`src/rtl/ps2_pkg.sv`:
```
// Shared PS/2 scan-code constants and arrow-key payload type for the keyboard input path.
package ps2_pkg;

    localparam logic [7:0] PS2_EXT   = 8'hE0;
    localparam logic [7:0] PS2_BRK   = 8'hF0;
    localparam logic [7:0] KEY_UP    = 8'h75;
    localparam logic [7:0] KEY_DOWN  = 8'h72;
    localparam logic [7:0] KEY_LEFT  = 8'h6B;
    localparam logic [7:0] KEY_RIGHT = 8'h74;

    localparam int unsigned FRAME_BITS = 11;
    localparam int unsigned CNT_W      = 4;

    typedef struct packed {
        logic up;
        logic down;
        logic left;
        logic right;
    } arrow_t;

    // One-hot arrow mask for a scan code; all zero for non-arrow codes.
    function automatic arrow_t key_mask(input logic [7:0] code);
        arrow_t m;
        m       = '0;
        m.up    = (code == KEY_UP);
        m.down  = (code == KEY_DOWN);
        m.left  = (code == KEY_LEFT);
        m.right = (code == KEY_RIGHT);
        return m;
    endfunction

endpackage

```
`src/rtl/ps2_rx.sv`:
```
// PS/2 device-to-host frame receiver: synchronisers, falling-edge sampling,
// start/stop/odd-parity checks and a mid-frame idle timeout.
module ps2_rx
    import ps2_pkg::*;
#(
    parameter int unsigned TIMEOUT_CYCLES = 20000
) (
    input  logic       clk,
    input  logic       rst,
    input  logic       ps2_clk,
    input  logic       ps2_data,
    output logic [7:0] byte_o,
    output logic       valid_o,
    output logic       err_o
);

    localparam int unsigned IDLE_W = $clog2(TIMEOUT_CYCLES + 1);

    logic              clk_s1, clk_s2, clk_prev;
    logic              dat_s1, dat_s2;
    logic [9:0]        shreg;
    logic [CNT_W-1:0]  bit_cnt;
    logic [IDLE_W-1:0] idle_cnt;

    logic              fall_c;
    logic [10:0]       frame_c;
    logic              frame_ok_c;

    // Earlier bits sit in shreg; the bit being sampled now completes the frame.
    assign fall_c     = clk_prev & ~clk_s2;
    assign frame_c    = {dat_s2, shreg};
    assign frame_ok_c = ~frame_c[0] & frame_c[10] & (^frame_c[9:1]);

    always_ff @(posedge clk or negedge rst) begin
        if (!rst) begin
            clk_s1   <= 1'b1;
            clk_s2   <= 1'b1;
            clk_prev <= 1'b1;
            dat_s1   <= 1'b1;
            dat_s2   <= 1'b1;
            shreg    <= '0;
            bit_cnt  <= '0;
            idle_cnt <= '0;
            byte_o   <= '0;
            valid_o  <= 1'b0;
            err_o    <= 1'b0;
        end else begin
            clk_s1   <= ps2_clk;
            clk_s2   <= clk_s1;
            clk_prev <= clk_s2;
            dat_s1   <= ps2_data;
            dat_s2   <= dat_s1;
            valid_o  <= 1'b0;
            err_o    <= 1'b0;
            if (fall_c) begin
                shreg    <= frame_c[10:1];
                idle_cnt <= '0;
                if (bit_cnt == CNT_W'(FRAME_BITS - 1)) begin
                    bit_cnt <= '0;
                    byte_o  <= frame_c[8:1];
                    valid_o <= frame_ok_c;
                    err_o   <= ~frame_ok_c;
                end else begin
                    bit_cnt <= bit_cnt + CNT_W'(1);
                end
            end else begin
                // Saturating idle count; abandons a stalled partial frame.
                if (idle_cnt != IDLE_W'(TIMEOUT_CYCLES)) begin
                    idle_cnt <= idle_cnt + IDLE_W'(1);
                end else if (bit_cnt != '0) begin
                    bit_cnt <= '0;
                end
            end
        end
    end

endmodule

```
`src/rtl/ps2_keyboard.sv`:
```
// PS/2 keyboard arrow-key decoder: tracks E0/F0 prefixes and holds one level per arrow key.
module ps2_keyboard
    import ps2_pkg::*;
#(
    parameter int unsigned TIMEOUT_CYCLES = 20000
) (
    input  logic clk,
    input  logic rst,
    input  logic ps2_clk,
    input  logic ps2_data,
    output logic up,
    output logic down,
    output logic left,
    output logic right
);

    logic [7:0] rx_byte;
    logic       rx_valid;
    logic       rx_err;
    logic       ext;
    logic       brk;
    arrow_t     keys;
    arrow_t     mask_c;

    ps2_rx #(
        .TIMEOUT_CYCLES(TIMEOUT_CYCLES)
    ) u_rx (
        .clk     (clk),
        .rst     (rst),
        .ps2_clk (ps2_clk),
        .ps2_data(ps2_data),
        .byte_o  (rx_byte),
        .valid_o (rx_valid),
        .err_o   (rx_err)
    );

    assign mask_c = key_mask(rx_byte);

    // Break releases regardless of E0; make only counts with E0 (plain codes are keypad).
    always_ff @(posedge clk or negedge rst) begin
        if (!rst) begin
            ext  <= 1'b0;
            brk  <= 1'b0;
            keys <= '0;
        end else if (rx_valid) begin
            if (rx_byte == PS2_EXT) begin
                ext <= 1'b1;
            end else if (rx_byte == PS2_BRK) begin
                brk <= 1'b1;
            end else begin
                if (brk) begin
                    keys <= arrow_t'(keys & ~mask_c);
                end else if (ext) begin
                    keys <= arrow_t'(keys | mask_c);
                end
                ext <= 1'b0;
                brk <= 1'b0;
            end
        end else if (rx_err) begin
            ext <= 1'b0;
            brk <= 1'b0;
        end
    end

    assign up    = keys.up;
    assign down  = keys.down;
    assign left  = keys.left;
    assign right = keys.right;

endmodule

```
`config.mk`:
```
export PLATFORM = sky130hd
export DESIGN_NAME = ps2_keyboard
export DESIGN_NICKNAME = d
export VERILOG_FILES = /design/src/rtl/ps2_pkg.sv /design/src/rtl/ps2_rx.sv /design/src/rtl/ps2_keyboard.sv
export SDC_FILE = /design/constraint.sdc
export NUM_CORES = 1
export LEC_CHECK = 0
export ABC_AREA = 1
export CAP_MARGIN = 20
export CORE_UTILIZATION = 60
export DETAILED_ROUTE_END_ITERATION = 10
export HOLD_SLACK_MARGIN = 0.1
export PLACE_DENSITY_LB_ADDON = 0.05
export SLEW_MARGIN = 20
export SYNTH_ARGS = -nofsm -noshare
export SYNTH_HDL_FRONTEND = slang
export SYNTH_SLANG_ARGS = --single-unit
```
`constraint.sdc`:
```
create_clock -name clk -period 4.3 [get_ports clk]
set_clock_uncertainty 0.05 [all_clocks]
set_input_delay 0.86 -clock clk [delete_from_list [all_inputs] [get_ports clk]]
set_output_delay 0.86 -clock clk [all_outputs]
set_load 0.05 [all_outputs]
```
==> impl_results.md <==
* Setup slack, reg-to-reg at 2.37 ns
* Placeable Area at around 3800 um^2
* Synth-to-layout area growth at 8.38%
* Required @ worst endpoint at 3.39 ns
* CTS Sinks at 50
* DRC Markers at 0
* Top delay family on crit path: buffers and inverters
* Min Hold Slack at ~0.3 ns
* Worst stage delay on the critical path at around 0.8 ns
* Maximum root-to-sink buffer count at 2
* Pwr/cell area at about 430 nW/um^2
* Most frequent cells in the layout: 80 x nand2_1, 45 x dfrtp_1, 40 x inv_1
* Initial core utilization at 64.5%
* Syn Inst Count at slightly below 300
* Share of cells above drive strength 1 at approximately 8.5%
* Crit-path cells: clkdlybuf4s50_1
* YS warnings at 0
* GR Overflow Total at 0
* Antenna Cells at 0
* Setup Fix Bufs, Post-CTS at 0
* Die X-Extent at between 60 and 70 um
* Nets at 313
* PostCTS Resize Cnt at 0
* Post-DP HPWL at 2.92 mm
* Worst Path Max Fanout at 2
* Max VDD drop at slightly above 0.0003 V
* Final setup fails at 0
* Vias in the first global route at approximately 1,700
* Hold buffer count at CTS at 0
* Slowest CP cell: clkdlybuf4s50_1
* Final antenna-violating net count at 0
* First-pass GRT wire length at about 7.2 mm
* Largest net degree at the start of global routing at ~50
* Worst setup EP type: primary output
* CP Data Arrival Time at around 1.5 ns
* Wire length per cell at approximately 12 um
* Seq cells post-synth at 50
* CTS Buf Count at 5
* # fillers at 310
* Worst Hold Class: reg2reg
* MaxCap Viol Count at 0
* Worst-margin pin slew at 0.608 ns
* Syn Nets at ~300
* DRT iter0 DRCs at 140
* Final Max Slew Viols at 0
* Drt total wl at between 4 and 5 mm
* Die height at approximately 66 um
* Most common cell after layout, fill and taps aside: nand2_1
* All-Layer GR Usage at approximately 22%
* TritonCTS clock tree: yes
* Core Rows at 22
* Leakage at ~1.2 nW
* Final Hold Vio Count at 0
* Min cycle time layout at between 2 and 2.5 ns
* CTS Root Cell: clkbuf_8
* Slew HR at 59.5%
* Seq/Total Area, Yosys at roughly 52%
* Synth cell types at 26
* Max Clock Freq at ~0.42 GHz
* Die area at approximately 4300 um^2
* Area of the mapped netlist at 2430 um^2
* PortBufs at 7
* Setup TNS at 0 ns
* Final Wtd Congestion at 0.775
* Total number of H-tree levels at 2
* RSZ-0062 raised after global routing: no
* Clock transition at the registers of the reported paths at approximately 0.090 ns
* Initial antenna violation count at 0
* Bufs and invs on worst path at 1
* Vias per inst at between 5 and 6
* Final worst path period share at a little under three fifths
* Vias at between 1,500 and 2,000
* Crit path launch type: flop
* Status: finished, final reports clean
* Worst skew pair latency at approximately 0.30 ns
* First drt pass iteration count at 5
* Setup CP Type: reg2out
* I/O pin total at 8
* Avg Cell Area, Syn at approximately 8.3 um^2
## cells in the mapped netlist
library cell  number  area, um^2
o211ai_1           2        15.0
clkbuf_1           2        7.51
nand4_1            3        18.8
ha_1               5        62.6
nand2_1           80         300
nand4_2            2        25.0
xnor2_1            3        26.3
nand3_1           21         105
o21ai_0           31         155
nand2_2            2        12.5
a2bb2oi_1          1        8.76
xor2_1             2        17.5
a21oi_1           10        50.1
o21ai_1            2        10.0
nor3_1             3        15.0
nor3_2             1        10.0
dfrtp_1           45        1130
nor2_2             3        18.8
buf_6              2        22.5
nor2_1            22        82.6
inv_2              1        3.75
o31ai_1            1        7.51
dfstp_2            5         131
nor2_4             4        45.0
or2_2              1        6.26
inv_1             40         150
## metal layers
layer	vias to the layer above	routed length (um)	part of all wire, %	track usage (%)
met4	0	57	1.3	7.34
met5	-	0	0	0
met1	816	2130	50	28.2
met2	33	1910	45	37.1
met3	6	155	3.6	5.73
li1	955	-	-	-
## registers in the layout, summed over array words and instances, names as in the netlist, named ones only
register and count:
u_rx.clk_s2 1, u_rx.valid_o 1, u_rx.clk_prev 1, u_rx.byte_o 8
u_rx.clk_s1 1, u_rx.dat_s1 1, u_rx.err_o 1, u_rx.bit_cnt 4
u_rx.shreg 10, brk 1, u_rx.dat_s2 1, u_rx.idle_cnt 15
ext 1
## kinds of logic (layout without fill, tap and decap cells)
kind of cell	count (synthesis)	count (layout)	share of synthesized area (%)
AO/OA/AOI/OAI	47	47	10.1
buffers and inverters	45	56	7.56
adder cells (fa/ha/maj)	5	5	2.57
AND/OR/NAND/NOR	142	142	26.3
XOR/XNOR	5	5	1.80
flip-flops	50	50	51.7
## power breakdown
part           leakage [nW]  internal, W  switching, W
clock                0.0524     0.000174      0.000148
combinational         0.525    0.0000793      0.000137
sequential            0.663     0.000531     0.0000571
## worst paths after layout
check                              startpoint          endpoint  cells after the start
worst max-delay path                     flop             right                      1
min in group asynchronous                 rst  u_rx.idle_cnt[8]                      1
worst min-delay path              u_rx.dat_s1       u_rx.dat_s2                      0
worst max register to register  u_rx.clk_prev    u_rx.byte_o[3]                      4
worst min register to register    u_rx.dat_s1       u_rx.dat_s2                      0
max in group asynchronous                 rst     u_rx.shreg[9]                      1
## through the flow
step / cell area [um^2] / power [W] / util (%) / setup WS [ns] / cells
floorplan: 2430 / 0.000751 / - / 2.79 / 294
global placement: 2530 / 0.000794 / 67.1 / 2.28 / 345
detailed placement: 2530 / 0.000808 / 67.1 / 2.26 / 345
CTS: 2640 / 0.00114 / 69.9 / 1.91 / 353
global route: 2640 / 0.00120 / 69.9 / 1.88 / 353
finish: 2640 / 0.00113 / 69.9 / 1.93 / 353
## cell type report
type,instances,area [um^2],area share (%)
Multi-Input combinational cell,199,992,37.6
Timing Repair Buffer,7,67.6,2.56
Inverter,41,154,5.83
Clock buffer,7,76.3,2.89
Clock inverter,1,30.0,1.14
Sequential cell,50,1260,47.7
Tap cell,48,60.1,2.28
Note: power is estimated with default switching activity, not from simulation.
